`config.mk`:
```
export PLATFORM = sky130hd
export DESIGN_NAME = pipe_ctrl_flat
export DESIGN_NICKNAME = d
export VERILOG_FILES = /design/src/rtl/pipe_ctrl_pkg.sv /design/src/rtl/pipe_ctrl_if.sv /design/src/rtl/pipe_ctrl_hazard_detect.sv /design/src/rtl/pipe_ctrl.sv /design/src/flat_wrapper.sv
export SDC_FILE = /design/constraint.sdc
export NUM_CORES = 1
export LEC_CHECK = 0
export CAP_MARGIN = 10
export CORE_UTILIZATION = 51
export DETAILED_ROUTE_END_ITERATION = 16
export GPL_ROUTABILITY_DRIVEN = 0
export PLACE_DENSITY = 0.95
export SYNTH_ARGS = -nofsm -noshare
export SYNTH_HDL_FRONTEND = slang
export SYNTH_SLANG_ARGS = --single-unit
```
`constraint.sdc`:
```
create_clock -name clk -period 6.1 [get_ports clk]
set_input_delay 1.22 -clock clk [delete_from_list [all_inputs] [get_ports clk]]
set_output_delay 1.22 -clock clk [all_outputs]
set_load 0.02 [all_outputs]
```
`src/rtl/pipe_ctrl_pkg.sv`:
```
// Shared types for the pipeline stall/flush controller.
// Register address bus, NOP encodings and controller state.
package pipe_ctrl_pkg;

  localparam int REG_AW = 5;

  typedef logic [REG_AW-1:0] reg_addr_t;

  localparam reg_addr_t NOP_REG_ADDR = '0;
  localparam logic      ENABLED      = 1'b1;
  localparam logic      DISABLED     = 1'b0;

  typedef enum logic {
    CTRL_RUN = 1'b0,
    CTRL_MC  = 1'b1
  } ctrl_state_e;

  typedef struct packed {
    logic stall_pc;
    logic stall_ifid;
    logic stall_idex;
    logic bubble_idex;
    logic flush_ifid;
    logic mc_busy;
    logic mc_last;
  } ctrl_out_t;

endpackage

```
`src/rtl/pipe_ctrl_if.sv`:
```
// ID/EX status in, pipeline control out.
// The controller takes the slave side.
interface pipe_ctrl_if #(
  parameter int PERF_W = 32
) ();
  import pipe_ctrl_pkg::*;

  reg_addr_t         id_reg1addr;
  logic              id_reg1en;
  reg_addr_t         id_reg2addr;
  logic              id_reg2en;
  reg_addr_t         ex_rd;
  logic              ex_regwe;
  logic              ex_is_load;
  logic              ex_mc_start;
  logic              ex_branch_taken;

  logic              stall_pc;
  logic              stall_ifid;
  logic              stall_idex;
  logic              bubble_idex;
  logic              flush_ifid;
  logic              mc_busy;
  logic              mc_last;
  logic [PERF_W-1:0] stall_count;

  modport master (
    output id_reg1addr, id_reg1en,
    output id_reg2addr, id_reg2en,
    output ex_rd, ex_regwe, ex_is_load,
    output ex_mc_start, ex_branch_taken,
    input  stall_pc, stall_ifid, stall_idex,
    input  bubble_idex, flush_ifid,
    input  mc_busy, mc_last, stall_count
  );

  modport slave (
    input  id_reg1addr, id_reg1en,
    input  id_reg2addr, id_reg2en,
    input  ex_rd, ex_regwe, ex_is_load,
    input  ex_mc_start, ex_branch_taken,
    output stall_pc, stall_ifid, stall_idex,
    output bubble_idex, flush_ifid,
    output mc_busy, mc_last, stall_count
  );

endinterface

```
`src/rtl/pipe_ctrl_hazard_detect.sv`:
```
// Load-use comparator: a load in flight writes a register
// that the consuming stage is about to read.
module pipe_ctrl_hazard_detect
  import pipe_ctrl_pkg::*;
(
  input  logic      ex_is_load,
  input  logic      ex_regwe,
  input  reg_addr_t ex_rd,
  input  logic      id_reg1en,
  input  reg_addr_t id_reg1addr,
  input  logic      id_reg2en,
  input  reg_addr_t id_reg2addr,
  output logic      hz
);

  logic src1_hit;
  logic src2_hit;
  logic ld_live;

  assign ld_live  = ex_is_load & ex_regwe
                  & (ex_rd != NOP_REG_ADDR);
  assign src1_hit = id_reg1en & (id_reg1addr == ex_rd);
  assign src2_hit = id_reg2en & (id_reg2addr == ex_rd);
  assign hz       = ld_live & (src1_hit | src2_hit);

endmodule

```
`src/rtl/pipe_ctrl.sv`:
```
// Stall/flush sequencing for IF/ID and ID/EX, multi-cycle
// EX freeze, and a saturating stalled-cycle counter.
module pipe_ctrl
  import pipe_ctrl_pkg::*;
#(
  parameter int MC_CYCLES = 32,
  parameter int CNT_W     = 6,
  parameter int PERF_W    = 32
) (
  input  logic       clk,
  input  logic       rst,
  pipe_ctrl_if.slave bus
);

  localparam logic [CNT_W-1:0] MC_LOAD =
    CNT_W'(MC_CYCLES - 1);

  ctrl_state_e       state;
  ctrl_state_e       state_nxt;
  logic [CNT_W-1:0]  cnt;
  logic [CNT_W-1:0]  cnt_nxt;
  logic [PERF_W-1:0] stall_count;
  ctrl_out_t         o;
  logic              hz;

  pipe_ctrl_hazard_detect u_hz (
    .ex_is_load  (bus.ex_is_load),
    .ex_regwe    (bus.ex_regwe),
    .ex_rd       (bus.ex_rd),
    .id_reg1en   (bus.id_reg1en),
    .id_reg1addr (bus.id_reg1addr),
    .id_reg2en   (bus.id_reg2en),
    .id_reg2addr (bus.id_reg2addr),
    .hz          (hz)
  );

  always_comb begin
    o         = '0;
    state_nxt = state;
    cnt_nxt   = cnt;
    unique case (state)
      CTRL_RUN: begin
        // The branch itself sits in EX, so it wins over
        // anything the younger instructions ask for.
        if (bus.ex_branch_taken) begin
          o.flush_ifid  = 1'b1;
          o.bubble_idex = 1'b1;
        end else if (bus.ex_mc_start) begin
          if (MC_CYCLES == 1) begin
            o.mc_last = 1'b1;
          end else begin
            o.stall_pc   = 1'b1;
            o.stall_ifid = 1'b1;
            o.stall_idex = 1'b1;
            o.mc_busy    = 1'b1;
            state_nxt    = CTRL_MC;
            cnt_nxt      = MC_LOAD;
          end
        end else if (hz) begin
          o.stall_pc    = 1'b1;
          o.stall_ifid  = 1'b1;
          o.bubble_idex = 1'b1;
        end
      end
      CTRL_MC: begin
        if (cnt != '0) begin
          o.stall_pc   = 1'b1;
          o.stall_ifid = 1'b1;
          o.stall_idex = 1'b1;
          o.mc_busy    = 1'b1;
          cnt_nxt      = cnt - CNT_W'(1);
        end else begin
          o.mc_last = 1'b1;
          state_nxt = CTRL_RUN;
        end
      end
      default: begin
        state_nxt = CTRL_RUN;
      end
    endcase
    if (!rst) begin
      o = '0;
    end
  end

  always_ff @(posedge clk or negedge rst) begin
    if (!rst) begin
      state       <= CTRL_RUN;
      cnt         <= '0;
      stall_count <= '0;
    end else begin
      state <= state_nxt;
      cnt   <= cnt_nxt;
      if (o.stall_pc && (stall_count != '1)) begin
        stall_count <= stall_count + PERF_W'(1);
      end
    end
  end

  assign bus.stall_pc    = o.stall_pc;
  assign bus.stall_ifid  = o.stall_ifid;
  assign bus.stall_idex  = o.stall_idex;
  assign bus.bubble_idex = o.bubble_idex;
  assign bus.flush_ifid  = o.flush_ifid;
  assign bus.mc_busy     = o.mc_busy;
  assign bus.mc_last     = o.mc_last;
  assign bus.stall_count = stall_count;

endmodule
```
`src/flat_wrapper.sv`:
```
// flat-port wrapper written by rule: the top's interface ports become plain ports
module pipe_ctrl_flat import pipe_ctrl_pkg::*;
#(
  parameter int MC_CYCLES = 32,
  parameter int CNT_W     = 6,
  parameter int PERF_W    = 32
)
  (clk, rst, bus_id_reg1addr, bus_id_reg1en, bus_id_reg2addr, bus_id_reg2en, bus_ex_rd, bus_ex_regwe, bus_ex_is_load, bus_ex_mc_start, bus_ex_branch_taken, bus_stall_pc, bus_stall_ifid, bus_stall_idex, bus_bubble_idex, bus_flush_ifid, bus_mc_busy, bus_mc_last, bus_stall_count);
  pipe_ctrl_if #(.PERF_W(PERF_W)) bus_i ();
  input  logic clk;
  input  logic rst;
  input wire logic [$bits(bus_i.id_reg1addr)-1:0] bus_id_reg1addr;
  input wire logic [$bits(bus_i.id_reg1en)-1:0] bus_id_reg1en;
  input wire logic [$bits(bus_i.id_reg2addr)-1:0] bus_id_reg2addr;
  input wire logic [$bits(bus_i.id_reg2en)-1:0] bus_id_reg2en;
  input wire logic [$bits(bus_i.ex_rd)-1:0] bus_ex_rd;
  input wire logic [$bits(bus_i.ex_regwe)-1:0] bus_ex_regwe;
  input wire logic [$bits(bus_i.ex_is_load)-1:0] bus_ex_is_load;
  input wire logic [$bits(bus_i.ex_mc_start)-1:0] bus_ex_mc_start;
  input wire logic [$bits(bus_i.ex_branch_taken)-1:0] bus_ex_branch_taken;
  output wire logic [$bits(bus_i.stall_pc)-1:0] bus_stall_pc;
  output wire logic [$bits(bus_i.stall_ifid)-1:0] bus_stall_ifid;
  output wire logic [$bits(bus_i.stall_idex)-1:0] bus_stall_idex;
  output wire logic [$bits(bus_i.bubble_idex)-1:0] bus_bubble_idex;
  output wire logic [$bits(bus_i.flush_ifid)-1:0] bus_flush_ifid;
  output wire logic [$bits(bus_i.mc_busy)-1:0] bus_mc_busy;
  output wire logic [$bits(bus_i.mc_last)-1:0] bus_mc_last;
  output wire logic [$bits(bus_i.stall_count)-1:0] bus_stall_count;
  assign bus_i.id_reg1addr = bus_id_reg1addr;
  assign bus_i.id_reg1en = bus_id_reg1en;
  assign bus_i.id_reg2addr = bus_id_reg2addr;
  assign bus_i.id_reg2en = bus_id_reg2en;
  assign bus_i.ex_rd = bus_ex_rd;
  assign bus_i.ex_regwe = bus_ex_regwe;
  assign bus_i.ex_is_load = bus_ex_is_load;
  assign bus_i.ex_mc_start = bus_ex_mc_start;
  assign bus_i.ex_branch_taken = bus_ex_branch_taken;
  assign bus_stall_pc = bus_i.stall_pc;
  assign bus_stall_ifid = bus_i.stall_ifid;
  assign bus_stall_idex = bus_i.stall_idex;
  assign bus_bubble_idex = bus_i.bubble_idex;
  assign bus_flush_ifid = bus_i.flush_ifid;
  assign bus_mc_busy = bus_i.mc_busy;
  assign bus_mc_last = bus_i.mc_last;
  assign bus_stall_count = bus_i.stall_count;
  pipe_ctrl #(.MC_CYCLES(MC_CYCLES), .CNT_W(CNT_W), .PERF_W(PERF_W)) u_core (.clk(clk), .rst(rst), .bus(bus_i));
endmodule
```
==> flow_metrics.env, run 1 <==
export IMPL_hold_start="u_core.bus.stall_count[14]$_DFFE_PN0P_"
export IMPL_fin_crit_sh_pct=74.8
export IMPL_nets=304
export IMPL_rows=22
export IMPL_leakage_nw=1.22
export IMPL_area_delta_synth_final_pct=33.6
export IMPL_path_max_fanout=3
export IMPL_via_per_inst=5.32
export IMPL_fp_coreArea_um2=3800
export IMPL_min_period_ns=4.56
export IMPL_rsz0062_at_grt="no"
export IMPL_synth_main_ff_cell="dfrtp_1"
export IMPL_ys_top_cells_by_area="dfrtp_1 46%, xor2_1 9.2%, xnor2_1 8.8%, nor2_1 3.9%, nor4_1 3.6%"
export IMPL_cap_violations=0
export IMPL_timing_final_max_slew_violations=0
export IMPL_cts_tree="yes"
export IMPL_root_buffer="clkbuf_8"
export IMPL_cts_made_buffers=5
export IMPL_placed_area_um2=2720
export IMPL_layout_drive_gt1_share_pct=5.00
export IMPL_grtUsageTotal_pct=24.7
export IMPL_postCtsHoldBufs=0
export IMPL_run_status="finished clean"
export IMPL_grt_pass1_vias=1648
export IMPL_preCtsSetupSlack_ns=1.56
export IMPL_yosysWarningCount=0
export IMPL_die_w_um=66.2
export IMPL_setup_viol=0
export IMPL_drt_iter0_drc=109
export IMPL_ant_nets=0
export IMPL_dp_cells=320
export IMPL_port_buffers=61
export IMPL_grt_max_degree=43
export IMPL_n_fill_cell=288
export IMPL_start_util_pct=55.3
export IMPL_critPathCaptureType="output pin"
export IMPL_yosysMostFrequentCell="dfrtp_1"
export IMPL_synth_top_area_share_pct=46.5
export IMPL_final_util_pct=73.8
export IMPL_synthTopCellsByCount="39 x dfrtp_1, 22 x nor2_1, 22 x xor2_1"
export IMPL_path_class="input port to output pin"
export IMPL_wl_um=4820
export IMPL_ir_drop_mv=0.169
export IMPL_timing_rr_start="u_core.bus.stall_count[8]$_DFFE_PN0P_"
export IMPL_synthArstFlopShare_pct=100
export IMPL_n_antenna_cell=0
export IMPL_clockBufferDepth=2
export IMPL_slew_limit_headroom_pct=54.1
export IMPL_antenna_found_initial=0
export IMPL_grt_first_pass_wirelength_um=7930
export IMPL_first_pass_iters=4
export IMPL_overflow=0
export IMPL_fmax_mhz=219
export IMPL_cts_resized=0
export IMPL_synth_nets=241
export IMPL_start_kind="input port"
export IMPL_p_per_area_nw_per_um2=278
export IMPL_synth_cell_area_um2=2100
export IMPL_clock_skew_ns=0.00602
export IMPL_htreeDepth=2
export IMPL_clk_pin_slew_worst_paths_ns=0.08
export IMPL_yosysSeqAreaShare_pct=46.5
export IMPL_p_total_mw=0.779
export IMPL_stdcell_area_um2=2810
export IMPL_cp_startpoint="bus_ex_rd[4]"
export IMPL_num_vias=1745
export IMPL_hpwl_um=3450
export IMPL_die_h_um=66.2
export IMPL_ys_ff_latch=39
export IMPL_ys_types=35
export IMPL_cts_setup_buffers=0
export IMPL_critPathArrivalTime_ns=3.34
export IMPL_synth_edff_count=0
export IMPL_stdcell_count=328
export IMPL_crit_required_ns=4.88
export IMPL_syn_avg_cell_area_um2=9.72
export IMPL_drc=0
export IMPL_clk_latency_ns=0.30
export IMPL_tightest_slew_ns=0.689
export IMPL_pin_count=62
export IMPL_die_area_um2=4380
export IMPL_final_hold_viol_count=0
export IMPL_synth_top_area_cell="dfrtp_1"
export IMPL_whs_ns=0.496
export IMPL_syn_inst=216
export IMPL_hp_class="flop to flop"
export IMPL_fin_tns_setup_ns=0
export IMPL_clock_sinks=39
export IMPL_avgRoutedWirePerCell_um=14.7
export IMPL_setup_ws_ns=1.54
## worst max-delay path, cell delays in order
cell             delay [ns]
clkdlybuf4s50_1        0.55
xnor2_1                0.15
nand4_1                0.18
o22ai_1                0.26
nand2b_1               0.10
nor3_1                 0.16
o21a_1                 0.13
clkdlybuf4s50_1        0.60
## where the power goes
group / internal [mW] / leakage (nW) / switching (mW)
Clock: 0.0796 / 0.0402 / 0.0977
Sequential: 0.301 / 0.472 / 0.0512
Combinational: 0.121 / 0.703 / 0.128
Total: 0.502 / 1.22 / 0.277
## area by class of cell
type,instances,area (µm²),share of cell area (%)
Timing Repair Buffer,63,621,22.1
Inverter,15,56.3,2.01
Tap cell,48,60.1,2.14
Clock inverter,3,20.0,0.714
Clock buffer,5,68.8,2.45
Sequential cell,39,976,34.8
Multi-Input combinational cell,155,1000,35.8
## state kept, by name (all words and copies together) (netlist names)
register,count
u_core.bus.stall_count,32
u_core.state,1
u_core.cnt,6
## routing by layer
metal,vias up,global-route usage (%),routed length (µm)
met4,0,9.84,104
li1,860,-,-
met1,828,31.3,2120
met5,-,0,0
met2,47,40.6,2410
met3,10,5.69,183
## path summary, 6_finish.rpt
path                                                                to  slack [ns]  cells past startpoint
worst max-delay path                                   bus_bubble_idex        1.54                      8
worst min-delay path            u_core.bus.stall_count[14]$_DFFE_PN0P_        0.50                      1
worst max register to register   u_core.bus.stall_count[1]$_DFFE_PN0P_        3.40                      6
worst min register to register  u_core.bus.stall_count[14]$_DFFE_PN0P_        0.50                      1
max in group asynchronous       u_core.bus.stall_count[26]$_DFFE_PN0P_        4.77                      2
min in group asynchronous                    u_core.cnt[0]$_DFFE_PN0P_        0.97                      2
## logic make-up (layout without fill, tap and decap cells)
group	count (synthesis)	in the layout	synth area share, %
simple gates	91	91	21.9
fa+ha+maj	2	2	1.19
buf+inv	22	86	5.72
xor+xnor	43	43	17.9
mux	1	1	0.536
flops	39	39	46.5
compound gates	18	18	6.26
## layout by cell type (no fill, tap or decap), types with 2 or more instances in the layout
| cell | count |
|---|---|
| inv_1 | 15 |
| nor2b_1 | 2 |
| xor2_1 | 22 |
| nand2_1 | 14 |
| clkbuf_8 | 5 |
| clkdlybuf4s50_1 | 60 |
| dfrtp_1 | 39 |
| nor3_1 | 14 |
| clkinvlp_4 | 2 |
| nor2_1 | 22 |
| nand4_1 | 7 |
| buf_4 | 2 |
| nand3_1 | 11 |
| nor4_1 | 12 |
| a21oi_1 | 6 |
| ha_1 | 2 |
| o21ai_0 | 4 |
| xnor2_1 | 21 |
(Power assumes the default switching activity.)
==> run 2, diff against run 1 <==
--- a/config.mk
+++ b/config.mk
@@ -6,10 +6,10 @@
 export NUM_CORES = 1
 export LEC_CHECK = 0
 export CAP_MARGIN = 10
-export CORE_UTILIZATION = 51
+export CORE_UTILIZATION = 43
 export DETAILED_ROUTE_END_ITERATION = 16
 export GPL_ROUTABILITY_DRIVEN = 0
-export PLACE_DENSITY = 0.95
+export PLACE_DENSITY = 0.88
 export SYNTH_ARGS = -nofsm -noshare
 export SYNTH_HDL_FRONTEND = slang
 export SYNTH_SLANG_ARGS = --single-unit
==> constraint.sdc (replaced) <==
create_clock -name clk -period 4.1 [get_ports clk]
set_input_delay 0.82 -clock clk [delete_from_list [all_inputs] [get_ports clk]]
set_output_delay 0.82 -clock clk [all_outputs]
set_load 0.02 [all_outputs]
==> flow_metrics.env, run 2 (synthesis results as in run 1) <==
export IMPL_fin_tns_setup_ns=0
export IMPL_ant_nets=0
export IMPL_dp_cells=339
export IMPL_nets=304
export IMPL_mostFrequentLayoutCells="60 x clkdlybuf4s50_1, 39 x dfrtp_1, 22 x nor2_1, 22 x xor2_1, 21 x xnor2_1"
export IMPL_die_area_um2=5170
export IMPL_leakage_nw=1.22
export IMPL_rsz0062_at_grt="no"
export IMPL_whs_ns=0.482
export IMPL_run_status="finished clean"
export IMPL_layout_drive_gt1_share_pct=5.00
export IMPL_layout_commonest_cell="clkdlybuf4s50_1"
export IMPL_reg2regPathDepth=6
export IMPL_htreeDepth=2
export IMPL_drt_iter0_drc=47
export IMPL_clk_pin_slew_worst_paths_ns=0.08
export IMPL_n_antenna_cell=0
export IMPL_largest_reg_flops=32
export IMPL_r2r_slack_ns=1.13
export IMPL_port_buffers=61
export IMPL_die_w_um=71.9
export IMPL_avgRoutedWirePerCell_um=12.7
export IMPL_setup_ws_ns=0.310
export IMPL_fmax_mhz=264
export IMPL_fin_crit_sh_pct=92.4
export IMPL_area_delta_synth_final_pct=34.7
export IMPL_cts_setup_buffers=0
export IMPL_fp_coreArea_um2=4720
export IMPL_placed_area_um2=2740
export IMPL_cap_violations=0
export IMPL_ir_drop_mv=0.359
export IMPL_start_util_pct=44.5
export IMPL_via_per_inst=4.99
export IMPL_critPathCaptureType="output pin"
export IMPL_clockBufferDepth=2
export IMPL_cts_resized=0
export IMPL_critPathArrivalTime_ns=2.97
export IMPL_timing_final_max_slew_violations=0
export IMPL_preCtsSetupSlack_ns=0.294
export IMPL_wl_um=4420
export IMPL_grt_max_degree=42
export IMPL_hp_class="flop to flop"
export IMPL_crit_end="bus_bubble_idex"
export IMPL_clk_latency_ns=0.29
export IMPL_drc=0
export IMPL_final_hold_viol_count=0
export IMPL_stdcell_count=347
export IMPL_path_max_fanout=3
export IMPL_tightest_slew_ns=0.670
export IMPL_grt_first_pass_wirelength_um=7420
export IMPL_p_total_mw=1.15
export IMPL_first_pass_iters=4
export IMPL_worstReg2RegEnd="u_core.bus.stall_count[1]$_DFFE_PN0P_"
export IMPL_pin_count=62
export IMPL_hpwl_um=3250
export IMPL_final_util_pct=59.9
export IMPL_reg_largest_list="u_core.bus.stall_count: 32 flops, u_core.cnt: 6 flops, u_core.state: 1 flops"
export IMPL_num_vias=1733
export IMPL_slew_limit_headroom_pct=55.3
export IMPL_setup_viol=0
export IMPL_root_buffer="clkbuf_8"
export IMPL_regMostFlops="u_core.bus.stall_count"
export IMPL_clock_skew_ns=0.0100
export IMPL_path_class="input port to output pin"
export IMPL_grtUsageTotal_pct=18.3
export IMPL_antenna_found_initial=0
export IMPL_overflow=0
export IMPL_die_h_um=71.9
export IMPL_start_kind="input port"
export IMPL_stdcell_area_um2=2830
export IMPL_p_per_area_nw_per_um2=407
export IMPL_cp_startpoint="bus_ex_rd[1]"
export IMPL_min_period_ns=3.79
export IMPL_crit_required_ns=3.28
export IMPL_timing_rr_start="u_core.bus.stall_count[7]$_DFFE_PN0P_"
export IMPL_clock_sinks=39
export IMPL_postCtsHoldBufs=0
export IMPL_rows=25
export IMPL_cts_made_buffers=5
export IMPL_grt_pass1_vias=1682
export IMPL_cts_tree="yes"
run 2: cell counts in the layout (fill, tap and decap cells not counted):
No cell type changed its count.
run 2: where the power goes:
part           internal, mW  switching (mW)  total (mW)
logic                 0.181           0.192       0.373
clock network         0.118           0.135       0.253
registers             0.448          0.0754       0.524
run 2: worst min path at each step:
stage	from	cells after the start	to	slack, ns
after global placement	u_core.bus.stall_count[5]$_DFFE_PN0P_	1	u_core.bus.stall_count[5]$_DFFE_PN0P_	0.47
after floorplan	u_core.cnt[0]$_DFFE_PN0P_	1	u_core.cnt[0]$_DFFE_PN0P_	0.48
after CTS	u_core.bus.stall_count[5]$_DFFE_PN0P_	1	u_core.bus.stall_count[5]$_DFFE_PN0P_	0.49
after global routing	u_core.bus.stall_count[5]$_DFFE_PN0P_	1	u_core.bus.stall_count[5]$_DFFE_PN0P_	0.52
final	u_core.bus.stall_count[5]$_DFFE_PN0P_	1	u_core.bus.stall_count[5]$_DFFE_PN0P_	0.48
after detailed placement	u_core.bus.stall_count[5]$_DFFE_PN0P_	1	u_core.bus.stall_count[5]$_DFFE_PN0P_	0.47
run 2: layout make-up:
cell class	count	area, µm²
tap	67	83.8
inverter	15	56.3
sequential	39	976
clock buffer	5	68.8
clock inverter	3	20.0
multi-input combinational	155	1000
timing repair buffer	63	621
fill	413	1890
run 2: critical path, cell delays in order:
cell,delay (ns)
clkdlybuf4s50_1,0.47
or4_1,0.56
o211ai_1,0.20
nand2b_1,0.16
nor3_1,0.05
o21a_1,0.18
clkdlybuf4s50_1,0.53
run 2: metal layers:
layer  track usage, %  share of wire (%)  vias to the layer above
met2             31.1                 46                       50
li1                 -                  -                      861
met5                0                  0                        -
met3             3.66                6.4                        5
met1             23.0                 46                      817
met4             7.19                1.2                        0
==> run 3, diff against run 2 <==
--- a/config.mk
+++ b/config.mk
@@ -7,6 +7,7 @@
 export LEC_CHECK = 0
 export CAP_MARGIN = 10
 export CORE_UTILIZATION = 43
+export CTS_BUF_LIST = sky130_fd_sc_hd__clkbuf_16
 export DETAILED_ROUTE_END_ITERATION = 16
 export GPL_ROUTABILITY_DRIVEN = 0
 export PLACE_DENSITY = 0.88
==> flow_metrics.env, run 3 (synthesis results as in run 1) <==
export IMPL_run_status="finished clean"
export IMPL_die_h_um=71.9
export IMPL_port_buffers=61
export IMPL_grt_max_degree=42
export IMPL_preCtsSetupSlack_ns=0.294
export IMPL_critPathArrivalTime_ns=2.96
export IMPL_start_util_pct=44.5
export IMPL_start_kind="input port"
export IMPL_htreeDepth=2
export IMPL_regMostFlops="u_core.bus.stall_count"
export IMPL_clk_latency_ns=0.28
export IMPL_postCtsHoldBufs=0
export IMPL_mostFrequentLayoutCells="60 x clkdlybuf4s50_1, 39 x dfrtp_1, 22 x nor2_1, 22 x xor2_1, 21 x xnor2_1"
export IMPL_avgRoutedWirePerCell_um=12.7
export IMPL_clk_pin_slew_worst_paths_ns=0.06
export IMPL_fmax_mhz=264
export IMPL_via_per_inst=5.01
export IMPL_tightest_slew_ns=0.675
export IMPL_layout_drive_gt1_share_pct=5.00
export IMPL_rsz0062_at_grt="no"
export IMPL_pin_count=62
export IMPL_nets=304
export IMPL_cts_setup_buffers=0
export IMPL_fin_crit_sh_pct=92.3
export IMPL_clockBufferDepth=2
export IMPL_leakage_nw=1.24
export IMPL_grt_pass1_vias=1661
export IMPL_reg_largest_list="u_core.bus.stall_count: 32 flops, u_core.cnt: 6 flops, u_core.state: 1 flops"
export IMPL_area_delta_synth_final_pct=37.4
export IMPL_first_pass_iters=4
export IMPL_grtUsageTotal_pct=18.6
export IMPL_n_antenna_cell=0
export IMPL_rows=25
export IMPL_drc=0
export IMPL_hpwl_um=3250
export IMPL_largest_reg_flops=32
export IMPL_antenna_found_initial=0
export IMPL_clock_sinks=39
export IMPL_root_buffer="clkbuf_16"
export IMPL_layout_commonest_cell="clkdlybuf4s50_1"
export IMPL_die_w_um=71.9
export IMPL_die_area_um2=5170
export IMPL_cts_tree="yes"
export IMPL_min_period_ns=3.78
export IMPL_num_vias=1737
export IMPL_grt_first_pass_wirelength_um=7440
export IMPL_whs_ns=0.479
export IMPL_cts_made_buffers=5
export IMPL_clock_skew_ns=0.00514
export IMPL_cts_resized=0
export IMPL_crit_required_ns=3.28
export IMPL_setup_ws_ns=0.315
export IMPL_path_max_fanout=3
export IMPL_ir_drop_mv=0.439
export IMPL_p_per_area_nw_per_um2=440
export IMPL_drt_iter0_drc=47
export IMPL_wl_um=4420
export IMPL_critPathCaptureType="output pin"
export IMPL_hp_class="flop to flop"
export IMPL_overflow=0
export IMPL_slew_limit_headroom_pct=55.0
export IMPL_timing_final_max_slew_violations=0
export IMPL_setup_viol=0
export IMPL_cap_violations=0
export IMPL_fp_coreArea_um2=4720
export IMPL_path_class="input port to output pin"
export IMPL_final_hold_viol_count=0
export IMPL_ant_nets=0
export IMPL_fin_tns_setup_ns=0
run 3: cell counts in the layout (fill, tap and decap cells not counted):
No cell type changed its count.
run 3: worst paths after layout:
kind                                                       startpoint                                      to  slack [ns]  cells past startpoint
worst max register to register  u_core.bus.stall_count[7]$_DFFE_PN0P_   u_core.bus.stall_count[1]$_DFFE_PN0P_        1.13                      6
worst min-delay path            u_core.bus.stall_count[5]$_DFFE_PN0P_   u_core.bus.stall_count[5]$_DFFE_PN0P_        0.48                      1
max in group asynchronous                                         rst               u_core.cnt[4]$_DFFE_PN0P_        3.15                      2
min in group asynchronous                                         rst  u_core.bus.stall_count[10]$_DFFE_PN0P_        0.60                      2
worst max-delay path                                     bus_ex_rd[1]                         bus_bubble_idex        0.32                      7
worst min register to register  u_core.bus.stall_count[5]$_DFFE_PN0P_   u_core.bus.stall_count[5]$_DFFE_PN0P_        0.48                      1
run 3: layout make-up:
type	instances	area [µm²]
clock buffers	5	125
flip-flops and latches	39	976
fillers	401	1840
well taps	67	83.8
multi-input cells	155	1000
inverters	15	56.3
repair buffers	63	621
clock inverters	3	20.0
run 3: report_power, final:
| group | switching [mW] | internal [mW] |
|---|---|---|
| sequential | 0.0753 | 0.449 |
| clock | 0.148 | 0.224 |
| combinational | 0.191 | 0.181 |
| total | 0.415 | 0.854 |
run 3: critical path, cell delays in order:
cell,delay (ns)
clkdlybuf4s50_1,0.47
or4_1,0.56
o211ai_1,0.20
nand2b_1,0.15
nor3_1,0.05
o21a_1,0.18
clkdlybuf4s50_1,0.53
run 3: routing by layer:
layer  share of wire (%)  track usage, %  routed length [µm]  vias up
li1                    -               -                   -      862
met3                 7.4            5.77                 326        3
met5                   0               0                   0        -
met1                  45            22.9                2000      810
met4                0.90            5.88                  40        0
met2                  46            31.2                2050       62
run 3: through the flow:
| step | utilization, % | power, mW | std cells | area, µm² |
|---|---|---|---|---|
| finish | 61.1 | 1.27 | 347 | 2890 |
| global placement | 58.0 | 0.891 | 339 | 2740 |
| CTS | 61.1 | 1.29 | 347 | 2890 |
| floorplan | - | 0.764 | 216 | 2100 |
| global route | 61.1 | 1.35 | 347 | 2890 |
| detailed placement | 58.0 | 0.905 | 339 | 2740 |
